## config.mk

```make
export PLATFORM = sky130hd
export DESIGN_NAME = key_pulse_gen
export DESIGN_NICKNAME = d
export VERILOG_FILES = /design/src/rtl/key_pulse_gen_pkg.sv /design/src/rtl/key_pulse_gen_sync_2ff.sv /design/src/rtl/key_pulse_gen.sv
export SDC_FILE = /design/constraint.sdc
export NUM_CORES = 1
export LEC_CHECK = 0
export ABC_AREA = 1
export CORE_AREA = 10 10 80 99
export CTS_CLUSTER_SIZE = 8
export DETAILED_ROUTE_END_ITERATION = 7
export DIE_AREA = 0 0 90 109
export GPL_TIMING_DRIVEN = 0
export HOLD_SLACK_MARGIN = 0.15
export PLACE_DENSITY_LB_ADDON = 0.08
export SYNTH_ARGS = -nofsm -noshare
export SYNTH_HDL_FRONTEND = slang
export SYNTH_SLANG_ARGS = --single-unit
```

## constraint.sdc

```tcl
create_clock -name CLK -period 2.3 [get_ports CLK]
set_input_delay 0.46 -clock CLK [delete_from_list [all_inputs] [get_ports CLK]]
set_output_delay 0.46 -clock CLK [all_outputs]
set_load 0.05 [all_outputs]
```

## src/rtl/key_pulse_gen_pkg.sv

```systemverilog
// -----------------------------------------------------------------------------
// key_pulse_gen_pkg
// Shared definitions for the push-button pulse generator:
//   - one-hot state encoding of the press/repeat/release state machine
//   - default cycle counts for a 50 MHz system clock
// -----------------------------------------------------------------------------
package key_pulse_gen_pkg;

    // One-hot states. Any other bit pattern is treated as illegal and recovers
    // to ST_IDLE on the next clock.
    typedef enum logic [4:0] {
        ST_IDLE       = 5'b00001,
        ST_DB_PRESS   = 5'b00010,
        ST_HELD       = 5'b00100,
        ST_REPEAT     = 5'b01000,
        ST_DB_RELEASE = 5'b10000
    } state_e;

    // Defaults for a 50 MHz clock: 10 ms debounce, 0.5 s first repeat,
    // 0.2 s repeat period. A 25-bit counter covers the largest of these.
    localparam int DEF_DEBOUNCE_CYCLES = 500000;
    localparam int DEF_REPEAT_DELAY    = 25000000;
    localparam int DEF_REPEAT_PERIOD   = 10000000;
    localparam int DEF_CNT_W           = 25;

endpackage : key_pulse_gen_pkg

```

## src/rtl/key_pulse_gen_sync_2ff.sv

```systemverilog
// -----------------------------------------------------------------------------
// sync_2ff
// Two-flop synchroniser for asynchronous board inputs, one independent
// chain per bit. Both flop stages clear to 0 under reset.
// Ports:
//   clk_i   : destination clock, rising edge
//   rst_ni  : asynchronous active-low reset
//   d_i     : asynchronous input bits
//   q_o     : synchronised bits (two clocks of latency)
// -----------------------------------------------------------------------------
module sync_2ff #(
    parameter int WIDTH = 1
) (
    input  logic             clk_i,
    input  logic             rst_ni,
    input  logic [WIDTH-1:0] d_i,
    output logic [WIDTH-1:0] q_o
);

    logic [WIDTH-1:0] meta_q;
    logic [WIDTH-1:0] sync_q;

    genvar gi;
    generate
        for (gi = 0; gi < WIDTH; gi++) begin : g_bit
            always_ff @(posedge clk_i or negedge rst_ni) begin
                if (!rst_ni) begin
                    meta_q[gi] <= 1'b0;
                    sync_q[gi] <= 1'b0;
                end else begin
                    meta_q[gi] <= d_i[gi];
                    sync_q[gi] <= meta_q[gi];
                end
            end
        end
    endgenerate

    assign q_o = sync_q;

endmodule : sync_2ff

```

## src/rtl/key_pulse_gen.sv

```systemverilog
// -----------------------------------------------------------------------------
// key_pulse_gen
// Conditions one raw push-button: polarity correction, 2-flop synchronisation,
// press/release debouncing, a one-cycle PULSE per accepted press and optional
// auto-repeat PULSEs while the button stays held.
// Ports:
//   CLK       : system clock, rising edge
//   RESET     : asynchronous active-low reset
//   KEY_IN    : raw asynchronous button level
//   EN        : pulse enable; 0 drops the PULSE of that cycle, FSM unaffected
//   PULSE     : one-cycle press/repeat strobe (registered)
//   KEY_LEVEL : debounced pressed level (registered)
//   LONG      : high while auto-repeating (registered)
// -----------------------------------------------------------------------------
module key_pulse_gen
    import key_pulse_gen_pkg::*;
#(
    parameter int DEBOUNCE_CYCLES = DEF_DEBOUNCE_CYCLES,
    parameter int REPEAT_EN       = 0,
    parameter int REPEAT_DELAY    = DEF_REPEAT_DELAY,
    parameter int REPEAT_PERIOD   = DEF_REPEAT_PERIOD,
    parameter int KEY_ACTIVE_LOW  = 1,
    parameter int CNT_W           = DEF_CNT_W
) (
    input  logic CLK,
    input  logic RESET,
    input  logic KEY_IN,
    input  logic EN,
    output logic PULSE,
    output logic KEY_LEVEL,
    output logic LONG
);

    localparam logic             KEY_INV  = (KEY_ACTIVE_LOW != 0);
    localparam logic [CNT_W-1:0] CNT_ONE  = CNT_W'(1);
    localparam logic [CNT_W-1:0] DB_LAST  = CNT_W'(DEBOUNCE_CYCLES - 1);
    localparam logic [CNT_W-1:0] RD_LAST  = CNT_W'(REPEAT_DELAY - 1);
    localparam logic [CNT_W-1:0] RP_LAST  = CNT_W'(REPEAT_PERIOD - 1);
    localparam logic [CNT_W-1:0] CNT_MAX  = '1;
    localparam logic             RPT_ON   = (REPEAT_EN != 0);

    // ------------------------------------------------------------------
    // Polarity correction ahead of the synchroniser so key_s is 1 = pressed
    // ------------------------------------------------------------------
    logic key_raw;
    logic key_s;

    assign key_raw = KEY_IN ^ KEY_INV;

    sync_2ff #(
        .WIDTH (1)
    ) u_sync_key (
        .clk_i  (CLK),
        .rst_ni (RESET),
        .d_i    (key_raw),
        .q_o    (key_s)
    );

    // ------------------------------------------------------------------
    // State machine
    // ------------------------------------------------------------------
    state_e           state_q, state_d;
    logic [CNT_W-1:0] cnt_q, cnt_d;
    logic             pulse_q, pulse_d;
    logic             level_q, level_d;
    logic             long_q, long_d;

    always_ff @(posedge CLK or negedge RESET) begin
        if (!RESET) begin
            state_q <= ST_IDLE;
            cnt_q   <= '0;
            pulse_q <= 1'b0;
            level_q <= 1'b0;
            long_q  <= 1'b0;
        end else begin
            state_q <= state_d;
            cnt_q   <= cnt_d;
            pulse_q <= pulse_d;
            level_q <= level_d;
            long_q  <= long_d;
        end
    end

    always_comb begin
        state_d = state_q;
        cnt_d   = cnt_q;
        pulse_d = 1'b0;
        level_d = level_q;
        long_d  = long_q;

        case (state_q)
            ST_IDLE: begin
                if (key_s) begin
                    state_d = ST_DB_PRESS;
                    cnt_d   = CNT_ONE;
                end else begin
                    cnt_d   = '0;
                end
            end

            ST_DB_PRESS: begin
                if (!key_s) begin
                    // Press glitch shorter than the debounce window
                    state_d = ST_IDLE;
                    cnt_d   = '0;
                end else if (cnt_q == DB_LAST) begin
                    state_d = ST_HELD;
                    cnt_d   = '0;
                    level_d = 1'b1;
                    pulse_d = EN;
                end else begin
                    cnt_d   = cnt_q + CNT_ONE;
                end
            end

            ST_HELD: begin
                if (!key_s) begin
                    state_d = ST_DB_RELEASE;
                    cnt_d   = CNT_ONE;
                end else if (RPT_ON && (cnt_q == RD_LAST)) begin
                    state_d = ST_REPEAT;
                    cnt_d   = '0;
                    pulse_d = EN;
                    long_d  = 1'b1;
                end else if (cnt_q != CNT_MAX) begin
                    // Saturate so a very long hold never wraps into a repeat
                    cnt_d   = cnt_q + CNT_ONE;
                end
            end

            ST_REPEAT: begin
                // Release is checked first so it wins over a period match
                if (!key_s) begin
                    state_d = ST_DB_RELEASE;
                    cnt_d   = CNT_ONE;
                    long_d  = 1'b0;
                end else if (cnt_q == RP_LAST) begin
                    cnt_d   = '0;
                    pulse_d = EN;
                end else begin
                    cnt_d   = cnt_q + CNT_ONE;
                end
            end

            ST_DB_RELEASE: begin
                if (key_s) begin
                    // Release bounce: back to held, repeat delay starts over
                    state_d = ST_HELD;
                    cnt_d   = '0;
                end else if (cnt_q == DB_LAST) begin
                    state_d = ST_IDLE;
                    cnt_d   = '0;
                    level_d = 1'b0;
                end else begin
                    cnt_d   = cnt_q + CNT_ONE;
                end
            end

            default: begin
                // Non-one-hot state: recover cleanly
                state_d = ST_IDLE;
                cnt_d   = '0;
                level_d = 1'b0;
                long_d  = 1'b0;
            end
        endcase
    end

    assign PULSE     = pulse_q;
    assign KEY_LEVEL = level_q;
    assign LONG      = long_q;

endmodule : key_pulse_gen

```

==> results.toml <==
[outcome]
status = "finished clean"

[global_routing]
track_usage_pct = 11.76
grt_first_pass_wirelength_microns = 9246
first_global_vias = 1904
grt_antenna_before_repair = 0
grt-ovfl-total = 0
grt_max_degree = 34

[synth]
ys_warn_count = 0
synth-seq-area-share_pct = 39.99
synthCells = 294
ys_ff_latch = 33
synth.most_common_cell = "nand2_1"
synthArstFlopShare_pct = 100.0
syn_nets = 299
synthTopCellsByArea = "dfrtp_1 (39%), nand2_1 (12%), nor2_1 (7.4%), nand3_1 (6.8%), inv_1 (6.0%)"
post-synth-top-area-fraction_pct = 38.72
synth_cell_type_count = 33
synth_top_area_cell = "dfrtp_1"
ys.flop_type = "dfrtp_1"
synth_edf_count = 0
avgSynthCellArea_sq_um = 7.035
synth_area_sq_um = 2068
netlist_top_cells_count = "nand2_1 (68), nor2_1 (41), inv_1 (33)"

[finish]
drive_above_1_share_pct = 11.73
fillers = 659
antennaDiodeCount = 0
syn_to_final_growth_pct = 11.31
fin_cells = 392
fin_util_pct = 38.08
final_nets = 311
fin_area_sq_um = 2302

[setup_path]
cp.arrival_ns = 2.25
crit_type = "flop to flop"
timing.rr.start = "cnt_q[0]"
cp_max_fo = 10
required_ns = 2.51
startpoint_type = "flop"
regToRegEndpoint = "cnt_q[14]"
path_cells = "ha_1, nand2_1, nor2_2, nand3_2, nor3_4, nand4_4, buf_2, a21oi_1"
critPathSlowestCell = "dfrtp_1"
rr_worst_depth = 8
r2r_slack_ns = 0.26
worstSetupEndpointType = "flop"
path_delay_family = "simple AND/OR/NAND/NOR gates"
crit_buf_inv = 1
slowest_delay_ns = 0.37

[timing]
min_period_ns = 2.043
setup_slack_ns = 0.2568
report.final.slew_viol_count = 0
worstMarginPinSlew_ns = 0.7568
max_freq_ghz = 0.4894
hold_viol_final = 0
tns_ns = 0
setup_viol = 0
period_share_pct = 88.84
relSlewSlack_pct = 49.54
fin_worst_skew_ns = 0.006051
rsz0062_at_grt = "no"

[detailed_routing]
drt-pass1-iter-count = 4
drc = 0
postRouteAntennaNets = 0
vias_per_cell = 4.936
drt_wl_total_microns = 5530
wl_per_cell_microns = 14.11
vias = 1935
first_iter_violations = 129

[clocking]
postCtsHoldBufs = 0
cts_setup_buffers = 0
cts.reportedPaths.clkPinSlew_ns = 0.07
cts_buffers = 5
cts-resized-gates = 0
clock-root-buffer = "clkbuf_8"
insertion_delay_ns = 0.29
cts_tree = "yes"
numClockSinks = 33
cts_max_level = 2
cts_buffer_depth = 2

[floorplan]
io_pins = 7
initial_core_util_pct = 34.21
core.rowCount = 32
die_width_microns = 90
die_area_sq_um = 9810
die_h_microns = 109
core-area_sq_um = 6046

[placement]
dpl-instance-area_sq_um = 2220
hpwl_microns = 4190
dp_slack_ns = 0.2607
io_buffers = 5
gp_congestion = 0.8659
dp.cells = 384

[power_and_ir_drop]
clockPowerShare_pct = 31.0
p_leak_nw = 0.9817
p_int_mw = 0.9360
switching_share_pct = 32.66
seqPwrFrac_pct = 47.0
power_density_nw_per_um2 = 603.7
peakVddDrop_mv = 0.3636
power_frac_comb_pct = 22.0
p_sw_mw = 0.4539

[hold_path]
hold_class = "input pin to async pin"

[run]
drv_cap = 0
## layout by cell type, fill, tap and decap left out, drive strengths merged, types with 7 or more instances in the layout
| cell | instances |
|---|---|
| nand2 | 71 |
| nor2 | 45 |
| inv | 42 |
| dfrtp | 32 |
| nand3 | 30 |
| o21ai | 16 |
| nand4 | 13 |
| a21oi | 11 |
| nor3 | 11 |
| buf | 7 |
## through the flow
stage / total power [mW] / hold WS (ns)
2_1_floorplan: 0.8824 / 0.1644
3_3_place_gp: 0.9794 / 0.3343
3_5_place_dp: 0.9765 / 0.3403
4_1_cts: 1.416 / 0.2712
5_1_grt: 1.479 / 0.2943
6_report: 1.390 / 0.2397
## worst max-delay path by stage
stage,cells after the start,slack (ns),startpoint,end
2_1_floorplan,9,0.60,cnt_q[0],cnt_q[20]
3_3_place_gp,1,0.007,RESET,KEY_LEVEL
3_5_place_dp,8,0.26,cnt_q[0],cnt_q[14]
4_1_cts,8,0.22,cnt_q[0],cnt_q[14]
5_1_grt,9,0.02,cnt_q[0],cnt_q[20]
6_report,8,0.26,cnt_q[0],cnt_q[14]
## layer usage
layer | share of wire (%) | track usage (%) | vias up | wire (microns)
met1 | 44 | 13.19 | 902 | 2447
met5 | 0 | 0 | - | 0
met2 | 49 | 20.43 | 38 | 2726
met4 | 3.5 | 7.062 | 0 | 191
met3 | 3.0 | 2.338 | 15 | 164
li1 | - | - | 980 | -
## registers in the layout, summed over array words and instances, names as in the netlist
name and count:
cnt_q 25, state_q 4, KEY_LEVEL 1, PULSE 1, u_sync_key.meta_q 1, u_sync_key.q_o 1
## area by class of cell
type	instances	area, sq um	share of cell area, %
Inverter	42	157.7	6.848
Buffer	6	45.04	1.957
Sequential cell	33	827.0	35.92
Clock buffer	6	72.57	3.152
Multi-Input combinational cell	213	1039	45.11
Clock inverter	2	10.01	0.4348
Tap cell	85	106.4	4.620
Timing Repair Buffer	5	45.04	1.957
## cells by family after synthesis
family | Yosys count | share of synthesized area [%]
and+or+nand+nor | 175 | 39.32
buffers and inverters | 48 | 9.800
DFF | 33 | 39.99
AOI/OAI and AO/OA | 32 | 8.410
xor gates and xnor gates | 4 | 1.694
adders and majority gates | 1 | 0.6049
other | 1 | 0.1813
## power by group through the flow
stage	Clock, mW	Sequential [mW]	Combinational (mW)
final	0.431	0.654	0.305
after CTS	0.449	0.655	0.312
after floorplan	0	0.681	0.201
after global placement	0	0.666	0.313
after detailed placement	0	0.666	0.311
after global routing	0.474	0.660	0.345
Note: power is estimated with default switching activity, not from simulation.
